## src/rtl/if_stage.sv

```systemverilog
// if_stage: instruction fetch stage.
// Requests one instruction word at a time from instruction memory and presents
// it (with its PC) to the IF/ID register for one or more cycles. Redirects from
// ID may arrive while a fetch is outstanding; the stale word is then discarded.
// Optional macro IF_FETCH_CNT_EN adds a counter of accepted instructions on
// fetch_cnt_o; without it fetch_cnt_o is tied to zero.
//
// state | meaning
// ------+-----------------------------------------------------------------
// FETCH | request outstanding at fetch_addr, waiting for mem_ack_i
// VALID | instruction presented on if_pc_o/if_inst_o, no request issued
// DRAIN | redirect taken while a request was outstanding; wait for its ack,
//       | drop the data, then refetch from pc
module if_stage (
  input  logic        clk,
  input  logic        rst,
  input  logic [5:0]  stall,
  input  logic        branch_flag_i,
  input  logic [31:0] branch_target_i,
  output logic        mem_req_o,
  output logic [31:0] mem_addr_o,
  input  logic        mem_ack_i,
  input  logic [31:0] mem_rdata_i,
  output logic [31:0] if_pc_o,
  output logic [31:0] if_inst_o,
  output logic        stallreq_o,
  output logic [31:0] fetch_cnt_o
);

  typedef enum logic [1:0] {
    FETCH = 2'd0,
    VALID = 2'd1,
    DRAIN = 2'd2
  } state_t;

  state_t      state;
  state_t      state_nx;
  logic [31:0] pc;
  logic [31:0] pc_nx;
  logic [31:0] fetch_addr;
  logic [31:0] fetch_addr_nx;
  logic [31:0] if_pc_nx;
  logic [31:0] if_inst_nx;
  logic [31:0] pc_inc;

  // Only the PC-stage stall bit matters here; the rest belong to later stages.
  logic unused_stall;
  assign unused_stall = ^stall[5:1];

  // Sequential PC increment wraps naturally at 2^32.
  assign pc_inc = pc + 32'd4;

  // State and datapath registers.
  always_ff @(posedge clk) begin
    if (rst) begin
      state      <= FETCH;
      pc         <= '0;
      fetch_addr <= '0;
      if_pc_o    <= '0;
      if_inst_o  <= '0;
    end else begin
      state      <= state_nx;
      pc         <= pc_nx;
      fetch_addr <= fetch_addr_nx;
      if_pc_o    <= if_pc_nx;
      if_inst_o  <= if_inst_nx;
    end
  end

  // Next-state and register-update decode; everything holds unless changed.
  always_comb begin
    state_nx      = state;
    pc_nx         = pc;
    fetch_addr_nx = fetch_addr;
    if_pc_nx      = if_pc_o;
    if_inst_nx    = if_inst_o;
    case (state)
      FETCH: begin
        if (branch_flag_i) begin
          pc_nx = branch_target_i;
          if (mem_ack_i) begin
            // Returned word belongs to the old path: drop it, refetch at target.
            fetch_addr_nx = branch_target_i;
          end else begin
            // Request still in flight; address must stay put until its ack.
            state_nx = DRAIN;
          end
        end else if (mem_ack_i) begin
          if_inst_nx = mem_rdata_i;
          if_pc_nx   = fetch_addr;
          state_nx   = VALID;
        end
      end
      VALID: begin
        if (branch_flag_i) begin
          // Redirect wins over stall so a flush is never held off.
          pc_nx         = branch_target_i;
          fetch_addr_nx = branch_target_i;
          if_pc_nx      = '0;
          if_inst_nx    = '0;
          state_nx      = FETCH;
        end else if (!stall[0]) begin
          pc_nx         = pc_inc;
          fetch_addr_nx = pc_inc;
          if_pc_nx      = '0;
          if_inst_nx    = '0;
          state_nx      = FETCH;
        end
      end
      DRAIN: begin
        if (branch_flag_i) begin
          pc_nx = branch_target_i;
        end
        if (mem_ack_i) begin
          // Restart from the most recent redirect target, including one
          // arriving in this very cycle.
          fetch_addr_nx = branch_flag_i ? branch_target_i : pc;
          state_nx      = FETCH;
        end
      end
      default: begin
        state_nx = FETCH;
      end
    endcase
  end

  // Memory request and stall request are pure decodes of the state.
  always_comb begin
    mem_req_o  = (state != VALID) && !rst;
    stallreq_o = (state != VALID);
    mem_addr_o = fetch_addr;
  end

`ifdef IF_FETCH_CNT_EN
  logic [31:0] fetch_cnt;

  // Counts only normal VALID->FETCH advances; flushes are not accepted work.
  always_ff @(posedge clk) begin
    if (rst) begin
      fetch_cnt <= '0;
    end else if ((state == VALID) && !branch_flag_i && !stall[0]) begin
      fetch_cnt <= fetch_cnt + 32'd1;
    end
  end

  assign fetch_cnt_o = fetch_cnt;
`else
  assign fetch_cnt_o = '0;
`endif

endmodule

```

## config.mk

```make
export PLATFORM = sky130hd
export DESIGN_NAME = if_stage
export DESIGN_NICKNAME = d
export VERILOG_FILES = /design/src/rtl/if_stage.sv
export SDC_FILE = /design/constraint.sdc
export NUM_CORES = 1
export LEC_CHECK = 0
export ABC_AREA = 1
export CORE_MARGIN = 4
export CORE_UTILIZATION = 40
export CTS_BUF_LIST = sky130_fd_sc_hd__clkbuf_4
export DETAILED_ROUTE_END_ITERATION = 8
export PLACE_DENSITY_LB_ADDON = 0.15
export SYNTH_ARGS = -nofsm -noshare
export SYNTH_HDL_FRONTEND = slang
export SYNTH_SLANG_ARGS = --single-unit
```

## constraint.sdc

```tcl
create_clock -name clk -period 4.3 [get_ports clk]
set_clock_uncertainty 0.2 [all_clocks]
set_input_delay 0.86 -clock clk [delete_from_list [all_inputs] [get_ports clk]]
set_output_delay 0.86 -clock clk [all_outputs]
set_load 0.05 [all_outputs]
```

==> flow_metrics.tcl <==
set metrics [dict create \
    clock_sinks 130 \
    gp_congestion 0.872 \
    hold_buffers 0 \
    num_io_pins 204 \
    grt_setup_unrepaired "false" \
    post_cts_buffers 0 \
    wl_per_cell_um 15.4 \
    hold_viol_final 0 \
    ant_nets 0 \
    nets 1325 \
    std_cell_rows 49 \
    multi_input_area_sq_mm 0.00382 \
    drtIter0Drc 629 \
    final_cells 1490 \
    hp-class "flip-flop to flip-flop" \
    clock-root-buffer "clkbuf_4" \
    required_ps 3240 \
    total_power_w 0.00521 \
    clock_path_buffers 2 \
    gr-total-overflow 0 \
    die_w_um 143 \
    drc 0 \
    clk_pin_slew_ps 130 \
    slew_headroom_pct 45.4 \
    setup_ws_ps 712 \
    status "completed" \
    yosysTopAreaCell "dfxtp_1" \
    synth_warnings 0 \
    drv_slew 0 \
    synth_top_area_share_pct 35.6 \
    maxCapViolCount 0 \
    finalWirelength_um 22900 \
    finalCritPeriodShare_pct 83.4 \
    crit_path_end_kind "output port" \
    insertion_delay_ps 560 \
    critPathKind "flip-flop to output port" \
    whs_ps 251 \
    grt_max_degree 72 \
    viasPerCell 5.20 \
    portBuffers 166 \
    dp_slack_ps 684 \
    finalCriticalPeriod_ps 3590 \
    use_met2_pct 34.8 \
    synthDistinctLibCells 40 \
    start_kind "flip-flop" \
    busiest_layer "met2" \
    crit_arrival_ps 2530 \
    post_route_cells_drive_above_1_share_pct 6.91 \
    seq_area_frac_synth_pct 35.6 \
    power.density_mw_per_mm2 564 \
    dr.pass1.iters 5 \
    placed_cells 1456 \
    mappedNetlistArea_sq_mm 0.00731 \
    leakage_nw 3.63 \
    crit_fanout 31 \
    core_sq_mm 0.0180 \
    synth_ff_type "dfxtp_1" \
    synth.area.top_cells "dfxtp_1 (36%), a21oi_1 (17%), nand2_1 (11%)" \
    cts_buffers 17 \
    met1_usage_pct 29.8 \
    grt_antenna_before_repair 1 \
    fin_tns_setup_ps 0 \
    cts_resized 0 \
    finalSetupViolations 0 \
    cts_tree "yes" \
    timing.fmax_mhz 279 \
    met3_usage_pct 3.92 \
    max-vdd-ir-drop_uv 374 \
    grt_first_pass_wirelength_um 36000 \
    seqCellArea_sq_mm 0.00260 \
    syn_to_final_growth_pct 26.3 \
    num_vias 7752 \
    die-area_sq_mm 0.0205 \
    worst_pin_slew_ps 816 \
    syn_area_per_cell_sq_um 6.55 \
    fp.dieH_um 143 \
    synth-seq-cells 130 \
    track_usage_pct 21.8 \
    synth_edf_count 0 \
    hpwl_um 15400 \
    initial_core_util_pct 40.7 \
    synthCells 1117 \
    htree_num_levels 4 \
    synthArstFlopShare_pct 0 \
    grt_pass1_vias 6919 \
    fill_cells 1840 \
]
## final cells by class
class,count,area share [%]
clock buffers,18,1.46
clock inverters,14,1.80
inverters,118,4.79
flip-flops and latches,130,28.2
multi-input cells,799,41.3
well taps,229,3.10
repair buffers,180,19.3
diodes,2,0.0542
## cell families after synthesis
kind of cell | after synthesis | share of synthesized area [%]
and+or+nand+nor | 413 | 24.6
muxes | 2 | 0.274
adders and majority gates | 5 | 0.855
other | 1 | 0.0513
DFF | 130 | 35.6
AOI/OAI and AO/OA | 345 | 24.5
xor gates and xnor gates | 2 | 0.240
buffers and inverters | 219 | 13.9
## sequential cells by signal, indices dropped and copies added (netlist names)
signal / flops
pc: 32
if_pc_o: 32
if_inst_o: 32
state: 2
mem_addr_o: 32
## cells in the mapped netlist, types with 2 or more instances
library cell  number
o21ai_1            6
ha_1               5
or2_2              7
o21ai_0           75
nand4_1           15
o21ai_2            2
nor2_4             6
nor2_1           110
inv_1            112
nand2_1          208
nand2_4            3
inv_2              6
mux2i_1            2
buf_2             30
buf_4             34
nor2_2             6
nand3_1           50
buf_6              4
nand2_2            2
dfxtp_1          130
a21oi_1          250
a221oi_1           5
a211oi_1           2
clkbuf_1          31
## critical path, cell delays in order (launching register included)
cell and delay [ps]:
dfxtp_1 350, inv_1 100, ha_1 220, buf_4 430, inv_2 130, clkdlybuf4s50_1 750
## report_power, final
part | internal, W | leakage, nW | switching (W) | total, W
clock | 0.000370 | 0.155 | 0.000546 | 0.000917
combinational | 0.000808 | 2.40 | 0.00178 | 0.00259
sequential | 0.00150 | 1.08 | 0.000207 | 0.00170
## cells in the final DEF, fill, tap and decap left out, types with 3 or more instances in the layout
cell and instances:
a21oi_1 250, a221oi_1 5, buf_4 13, clkbuf_4 18, clkdlybuf4s50_1 164, clkinvlp_4 3
conb_1 32, dfxtp_1 130, ha_1 5, inv_1 112, inv_2 6, inv_6 6
nand2_1 208, nand2_4 3, nand3_1 50, nand4_1 15, nor2_1 109, nor2_2 6
nor2_4 7, o21ai_0 75, o21ai_1 6, or2_2 7
## routing by layer
metal	vias to the layer above	routed length (um)
li1	3865	-
met1	3566	10200
met5	-	0
met4	0	535
met3	43	1590
met2	278	10600
## final timing paths
check,start,end,slack [ps],cells after the start
hold / removal,if_pc_o[28]$_SDFFE_PP0P_,if_pc_o[28]$_SDFFE_PP0P_,250,2
setup / recovery,state[1]$_SDFFE_PP0P_,stallreq_o,710,5
setup reg to reg,state[1]$_SDFFE_PP0P_,mem_addr_o[1]$_SDFFE_PP0P_,1380,9
hold reg to reg,if_pc_o[28]$_SDFFE_PP0P_,if_pc_o[28]$_SDFFE_PP0P_,250,2
## metrics by stage
| stage | util [%] | instance area, sq um |
|---|---|---|
| 5_1_grt | 51.4 | 9240 |
| 2_1_floorplan | - | 7430 |
| 4_1_cts | 51.4 | 9240 |
| 6_report | 51.4 | 9240 |
| 3_5_place_dp | 49.7 | 8930 |
| 3_3_place_gp | 49.7 | 8930 |
Power figures use the tool's default switching activity.
